## src/rtl/bitstream_reader.sv

```systemverilog
// Unpacks MSB-first variable-length fields (0..32 bits) from a stream of 32-bit words.
// Keeps the byte-alignment remainder so parsers can skip padding with an align request.
module bitstream_reader #(
  parameter int MAXLEN = 32
) (
  input  logic                          clk,
  input  logic                          rst,
  input  logic                          ivalid,
  input  logic [MAXLEN-1:0]             idata,
  output logic                          iready,
  input  logic                          req_valid,
  input  logic [$clog2(MAXLEN):0]       req_length,
  input  logic                          req_align,
  output logic                          req_ready,
  output logic                          ovalid,
  output logic [MAXLEN-1:0]             odata,
  output logic [2:0]                    rest,
  output logic [$clog2(2*MAXLEN):0]     level
);

  localparam int BUF_W = 2 * MAXLEN;
  localparam int LEN_W = $clog2(MAXLEN) + 1;
  localparam int LVL_W = $clog2(BUF_W) + 1;

  logic [BUF_W-1:0]  buf_q, buf_d;
  logic [LVL_W-1:0]  level_q, level_d;
  logic [2:0]        pos_q, pos_d;
  logic              ovalid_q, ovalid_d;
  logic [MAXLEN-1:0] odata_q, odata_d;

  logic [LEN_W-1:0]  len_clamped;
  logic [LEN_W-1:0]  eff_len;
  logic [LEN_W-1:0]  consume;
  logic [LVL_W-1:0]  level_after;
  logic [MAXLEN-1:0] field;
  logic              fire;
  logic              accept;

  // Bits still needed to reach the next byte boundary.
  assign rest = 3'd0 - pos_q;

  // NOTE: every always_comb output gets a default at the top, so no path can infer a latch.
  always_comb begin
    len_clamped = req_length;
    eff_len     = '0;
    fire        = 1'b0;
    consume     = '0;
    level_after = level_q;
    accept      = 1'b0;
    field       = '0;
    buf_d       = buf_q;
    level_d     = level_q;
    pos_d       = pos_q;
    ovalid_d    = 1'b0;
    odata_d     = odata_q;

    if (req_length > LEN_W'(MAXLEN))
      len_clamped = LEN_W'(MAXLEN);
    eff_len = req_align ? LEN_W'(rest) : len_clamped;

    // Requests only see the registered level, never a word arriving this cycle.
    fire        = req_valid & (level_q >= LVL_W'(eff_len));
    consume     = fire ? eff_len : '0;
    level_after = level_q - LVL_W'(consume);
    accept      = ivalid & (level_after <= LVL_W'(MAXLEN));

    // A shift by the full width yields zero, which covers the L=0 case.
    field = buf_q[BUF_W-1 -: MAXLEN] >> (LEN_W'(MAXLEN) - eff_len);

    buf_d = buf_q << consume;
    if (accept)
      buf_d = buf_d | ({idata, {MAXLEN{1'b0}}} >> level_after);
    level_d = level_after + (accept ? LVL_W'(MAXLEN) : '0);
    pos_d   = pos_q + consume[2:0];

    ovalid_d = fire & ~req_align;
    if (ovalid_d)
      odata_d = field;
  end

  // NOTE: the shift buffer is ordinary flop state (not a RAM), so it is cleared on reset
  // to keep the invalid tail at zero for the OR-based append.
  always_ff @(posedge clk or posedge rst) begin
    if (rst) begin
      buf_q    <= '0;
      level_q  <= '0;
      pos_q    <= '0;
      ovalid_q <= 1'b0;
      odata_q  <= '0;
    end else begin
      // NOTE: non-blocking assignments so all state updates from the same pre-edge values.
      buf_q    <= buf_d;
      level_q  <= level_d;
      pos_q    <= pos_d;
      ovalid_q <= ovalid_d;
      odata_q  <= odata_d;
    end
  end

  assign req_ready = fire;
  assign iready    = level_after <= LVL_W'(MAXLEN);
  assign ovalid    = ovalid_q;
  assign odata     = odata_q;
  assign level     = level_q;

endmodule
```

## config.mk

```make
export PLATFORM = sky130hd
export DESIGN_NAME = bitstream_reader
export DESIGN_NICKNAME = d
export VERILOG_FILES = /design/src/rtl/bitstream_reader.sv
export SDC_FILE = /design/constraint.sdc
export NUM_CORES = 1
export LEC_CHECK = 0
export CAP_MARGIN = 20
export CORE_ASPECT_RATIO = 0.5
export CORE_MARGIN = 1.5
export CORE_UTILIZATION = 56
export CTS_BUF_LIST = sky130_fd_sc_hd__clkbuf_4
export CTS_CLUSTER_DIAMETER = 120
export DETAILED_ROUTE_END_ITERATION = 10
export PLACE_DENSITY = 0.78
export SETUP_SLACK_MARGIN = 0.1
export SLEW_MARGIN = 25
export SYNTH_ARGS = -nofsm -noshare
export SYNTH_HDL_FRONTEND = slang
export SYNTH_SLANG_ARGS = --single-unit
```

## constraint.sdc

```tcl
create_clock -name clk -period 8.05 [get_ports clk]
set_input_delay 1.61 -clock clk [delete_from_list [all_inputs] [get_ports clk]]
set_output_delay 1.61 -clock clk [all_outputs]
set_load 0.03 [all_outputs]
```

Yosys cells after proc, flatten, opt, wreduce, memory -nomap -nowiden
Cells that the tools add are included.
{"block": "totals", "romBits": 0, "latchBits": 0, "mem_count": 0, "reg_bits": 107, "elab_cells": 26, "output_inout_bits": 45, "inputBits": 43, "ramBits": 0}
{"block": "op_classes", "n_div": 0, "n_reduce_logical": 0, "mux": 5, "magnitude_cmp": 3, "n_shift": 3, "mul": 0, "n_eq_ne": 0, "n_bitwise": 5, "add_sub_neg": 5}
{"cell": "2-to-1 mux 64 bit", "n": 1}
{"cell": "bitwise OR 64 bit", "n": 1}
{"cell": "left shift 64 x 6 -> 64 bit", "n": 1}
{"cell": ">> shifter 64 x 7 -> 64 bit", "n": 1}
{"cell": ">> shifter 32 x 6 -> 32 bit", "n": 1}
{"cell": "2-to-1 mux 6 bit", "n": 4}
{"cell": "adder 7 x 6 -> 7 bit", "n": 1}
{"cell": ">= comparator 7 x 6 -> 1 bit", "n": 1}
{"cell": "less-or-equal comparator 7 x 6 -> 1 bit (second input constant)", "n": 1}
{"cell": "subtractor 7 x 6 -> 7 bit", "n": 1}
{"cell": "greater-than comparator 6 bit (second input constant)", "n": 1}
{"cell": "subtractor 6 bit (first input constant)", "n": 1}
{"cell": "adder 3 bit", "n": 1}
{"cell": "AND 1 bit", "n": 3}
{"cell": "subtractor 1 x 3 -> 3 bit (first input constant)", "n": 1}
{"cell": "inverter 1 bit", "n": 1}

Longest topological paths before layout
{"block": "depth", "depth_word": 11, "ltp_mapped": 28, "ltp_nobuf": 23}

Worst setup path after synthesis
OpenSTA, ideal clock, no wires.
{"block": "synth_path", "path_kind": "input -> output", "from": "in req_align", "to": "out iready", "slack_ps": 55, "t_required_ps": 6440, "path_stages": 20, "n_path_buf": 6, "arrival_ps": 6385, "cell_sequence": "buf_2 > or3b_4 > nand2_1 > buf_2 > buf_2 > ha_1 > nand2b_4 > a2111oi_4 > o31a_4 > inv_2 > nand2_1 > inv_2 > buf_1 > ha_1 > fa_1 > buf_1 > clkbuf_1 > nand4_1 > o21ai_0 > and2_1"}
{"block": "synth_between", "elab_chain_len": 6}
{"item": "start, declared", "line_no": "13", "text": "input logic req_align,"}
{"item": "2-to-1 mux 6 bit (*)", "line_no": "59", "text": "eff_len = req_align ? LEN_W'(rest) : len_clamped;"}
{"item": ">= comparator 7 x 6 -> 1 bit", "line_no": "62", "text": "fire = req_valid & (level_q >= LVL_W'(eff_len));"}
{"item": "AND 1 bit", "line_no": "62"}
{"item": "2-to-1 mux 6 bit (*)", "line_no": "63", "text": "consume = fire ? eff_len : '0;"}
{"item": "subtractor 7 x 6 -> 7 bit (*)", "line_no": "64", "text": "level_after = level_q - LVL_W'(consume);"}
{"item": "less-or-equal comparator 7 x 6 -> 1 bit (*)", "line_no": "101", "text": "assign iready = level_after <= LVL_W'(MAXLEN);"}
{"item": "end, declared", "line_no": "10", "text": "output logic iready,"}
Every way passes the cells marked *; elsewhere a longest branch is shown, timed or not.

Final worst setup path
{"block": "layout_path", "from": "in req_length[0]", "to": "out iready"}
{"block": "layout_between", "elab_chain_len": 8}
{"item": "start, declared", "line_no": "12", "text": "input logic [$clog2(MAXLEN):0] req_length,"}
{"item": "greater-than comparator 6 bit", "line_no": "57", "text": "if (req_length > LEN_W'(MAXLEN))"}
{"item": "2-to-1 mux 6 bit (*)", "line_no": "57"}
{"item": "2-to-1 mux 6 bit (*)", "line_no": "59"}
{"item": ">= comparator 7 x 6 -> 1 bit", "line_no": "62"}
{"item": "AND 1 bit", "line_no": "62"}
{"item": "2-to-1 mux 6 bit (*)", "line_no": "63"}
{"item": "subtractor 7 x 6 -> 7 bit (*)", "line_no": "64"}
{"item": "less-or-equal comparator 7 x 6 -> 1 bit (*)", "line_no": "101"}
Marks and branches as above.

==> summary.md <==
| Metric | Value |
|---|---|
| Layout cell share with drive strength beyond 1 | `11.4%` |
| Post-Synthesis Mean Instance Area | `8.14 um^2` |
| Simple-Gate Fraction of Synth Area | `16.4%` |
| First drt pass iteration count | `9` |
| HPWL after DPL | `37,800 um` |
| Largest family of logic cells by synthesized area | `compound AO/OA/AOI/OAI gates` |
| FFs w/ async S/R, synth | `100%` |
| Prevailing post-synth register cell | `dfrtp_1` |
| Post-route setup TNS | `0 ns` |
| Die ar. | `21,900 um^2` |
| First-pass GRT wire length | `75,400 um` |
| Clk buf depth | `2` |
| Height of the die | `105 um` |
| Critical path peak fanout | `13` |
| Area leader, netlist | `dfrtp_1` |
| Worst skew pair latency | `0.58 ns` |
| Worst path required time | `6.44 ns` |
| Hold Buf Count CTS | `0` |
| Worst rel slew slack | `24.2%` |
| Yosys top cell area share | `22.8%` |
| Row count | `37` |
| Synth Area in Compound Gates | `30.4%` |
| CP bufs+invs | `4` |
| Post-synthesis sequential area ratio | `22.8%` |
| WP data arrival | `5.98 ns` |
| CP endpoint kind | `output pin` |
| RSZ-0062 raised after global routing | `no` |
| CTS H-tree depth | `3` |
| Most common cell on crit path | `ha_1` |
| 1st-iter DRT viols | `2,282` |
| Clock Sinks | `107` |
| Placer Congestion | `1.05` |
| Startpoint Class | `input pin` |
| Synth Area in Adders | `2.04%` |
| Final Setup Violations | `0` |
| Port bufs | `87` |
| Total core area | `20,600 um^2` |
| Post-Syn Area | `11,800 um^2` |
| Hold Violations, Final | `0` |
| Top sig layer | `met4` |
| Largest net degree at the start of global routing | `69` |
| Area delta synth->final | `10.8%` |
| Critical path cell sequence | `clkdlybuf4s50_1, or3b_4, nand2_1, ha_1, nand2b_4, a2111oi_4, buf_4, o21bai_1, and2_2, inv_2, ha_1, nor2b_1, o31a_1, or3_1, o311ai_4, and2_1, buf_12` |
| Tightest Hold Check Type | `reg -> reg` |
| Minimum clock period | `7.59 ns` |
| Met2 WL post-DR | `20,200 um` |
| Nets | `1,526` |
| CTS root buf | `clkbuf_4` |
| Reg2reg end | `buf_q[32]` |
| Largest stage delay, worst path | `0.52 ns` |
| Proportion of synthesized area in mux cells | `21.5%` |
| Fmax | `132 MHz` |
| Critical path's top delay family | `simple AND/OR/NAND/NOR gates` |
| Tcrit/Tclk final | `94.3%` |
| # DRC | `0` |
| Net Count, Synth | `1,505` |
| Routed WL | `50,200 um` |
| Setup Skew | `0.0314 ns` |
| Setup slack, reg-to-reg | `2.00 ns` |
| CTS tree | `done` |
| Min-delay src | `odata[4]` |
| M1 WL | `20,700 um` |
| Status | `completed` |
| Number of global-route vias before repair | `12,200` |
| Initial antenna violation count | `2` |
| GRT Total Usage | `45.4%` |
| Place WS | `0.116 ns` |
| Routed vias | `13,000` |
| Hold Path End | `odata[4]` |
| Area occupied by multi-input gates | `8440 um^2` |
| Gr ovfl total | `0` |
| Post-synth EDFFs | `0` |
| Netlist cell types | `84` |
| Die width | `208 um` |
| Synthesized flop and latch total | `107` |
| Critical path class | `in -> out` |
| Max Cap Viol | `0` |
| Final WS setup | `0.458 ns` |
| FF-to-FF Start | `pos_q[0]` |
| Worst R2R Path Depth | `22` |
| Routed WL per cell | `28.8 um` |
| Slowest cell on crit path | `clkdlybuf4s50_1` |
| DR WL met3 | `7180 um` |
| Slew @ Worst Pin | `1.13 ns` |
| Yosys Warn Count | `0` |
| IO Pins | `88` |
| Top cells by area, synth | `dfrtp_1 23%, mux2i_1 13%, nand2_1 5.2%` |
| Avg Vias per Cell | `7.46` |
| Number of fill cells | `1,759` |
| WHS Path Cells | `2` |
| Clk slew on worst S/H paths | `0.18 ns` |
| Xor/xnor cell area share of the yosys netlist | `0.671%` |
| Initial Utilization | `57.2%` |
| Clock buffer count from CTS | `9` |
| Antenna Nets Post-Route | `0` |
| Post-Synthesis Cells | `1,444` |
| Register cell area after layout | `2680 um^2` |
| Slew Limit Fails | `0` |
[state kept, by name, summed over array words and instances, names as in the netlist]
name,cells
odata,32
pos_q,3
buf_q,64
ovalid,1
level,7
[layout make-up]
cell class	instances	area share (%)
antenna	2	0.0384
clock buffer	9	0.519
clock inverter	7	0.663
inverter	45	1.32
multi-input combinational	1171	64.9
sequential	107	20.6
tap	273	2.62
timing repair buffer	131	9.40
[cell families after synthesis]
group,Yosys count
fa+ha+maj,18
simple gates,406
compound gates,523
buf+inv,166
xor+xnor,9
mux,215
flops,107
[cell usage in the layout, fill, tap and decap left out, drive strengths merged, types with 6 or more instances in the layout]
| master | netlist | layout |
|---|---|---|
| nand2 | 166 | 166 |
| mux2i | 154 | 154 |
| a21oi | 112 | 112 |
| dfrtp | 107 | 107 |
| nor2 | 97 | 97 |
| clkdlybuf4s50 | 0 | 86 |
| o21ai | 83 | 83 |
| o22ai | 65 | 65 |
| inv | 43 | 45 |
| buf | 68 | 44 |
| nand3 | 38 | 38 |
| mux2 | 35 | 35 |
| a211oi | 35 | 35 |
| a22oi | 28 | 28 |
| a22o | 28 | 28 |
| mux4 | 26 | 26 |
| nor3 | 24 | 24 |
| and2 | 18 | 18 |
| o211ai | 17 | 17 |
| a221oi | 17 | 17 |
| o221ai | 16 | 16 |
| ha | 16 | 16 |
| a31oi | 15 | 15 |
| and3 | 14 | 14 |
| a2bb2oi | 13 | 13 |
| o32ai | 12 | 12 |
| clkbuf | 53 | 10 |
| a21boi | 9 | 9 |
| a32oi | 9 | 9 |
| nand2b | 9 | 9 |
| or3 | 8 | 8 |
| a221o | 7 | 7 |
| o21a | 7 | 7 |
| a21o | 7 | 7 |
| a211o | 7 | 7 |
| xnor2 | 6 | 6 |
[cell usage after synthesis, types with 10 or more instances]
cell type	count
a211oi_1	34
a21oi_1	112
a221oi_1	17
a22o_1	28
a22oi_1	28
a2bb2oi_1	13
a31oi_1	15
and2_1	18
and3_1	14
buf_1	10
buf_2	47
clkbuf_1	53
dfrtp_1	107
ha_1	16
inv_1	36
mux2_2	35
mux2i_1	154
mux4_2	26
nand2_1	164
nand3_1	38
nor2_1	91
nor3_1	24
o211ai_1	17
o21ai_0	77
o221ai_1	16
o22ai_1	65
o32ai_1	12
[worst min-delay path: cells and delay by family (launching register included)]
| kind | cells | cell delay, ns |
|---|---|---|
| compound gates | 1 | 0.06 |
| simple gates | 1 | 0.05 |
| flops | 1 | 0.38 |
[timing repair]
action,CTS,global route
endpoints found under the setup margin,1,1
resized for setup,1,3
buffers inserted,0,0
[per-layer routing]
| layer | track usage, % | vias up |
|---|---|---|
| met3 | 14.8 | 174 |
| li1 | - | 5581 |
| met5 | 0 | - |
| met2 | 65.7 | 1096 |
| met1 | 63.0 | 6166 |
| met4 | 16.8 | 0 |
[stage by stage]
step	util (%)	cell area, um^2	cells	hold WS, ns
after floorplan	-	11800	1444	0.544
after detailed placement	62.3	12800	1726	0.472
after global placement	62.3	12800	1726	0.466
after CTS	63.1	13000	1742	0.510
after global routing	63.3	13000	1744	0.543
final	63.3	13000	1745	0.508
[how the worst max path moves through the flow]
stage                        startpoint      to  slack, ns  depth (start not counted)
final                     req_length[0]  iready       0.46                         17
after floorplan               req_align  iready       0.17                         20
after CTS                 req_length[0]  iready       0.20                         18
after global placement    req_length[5]  iready       0.27                         20
after detailed placement  req_length[5]  iready       0.12                         20
after global routing      req_length[0]  iready       0.19                         18
Power is left out: the tool's default activity adds up to more than one toggle a clock period on the data nets, which glitch-free logic cannot reach.
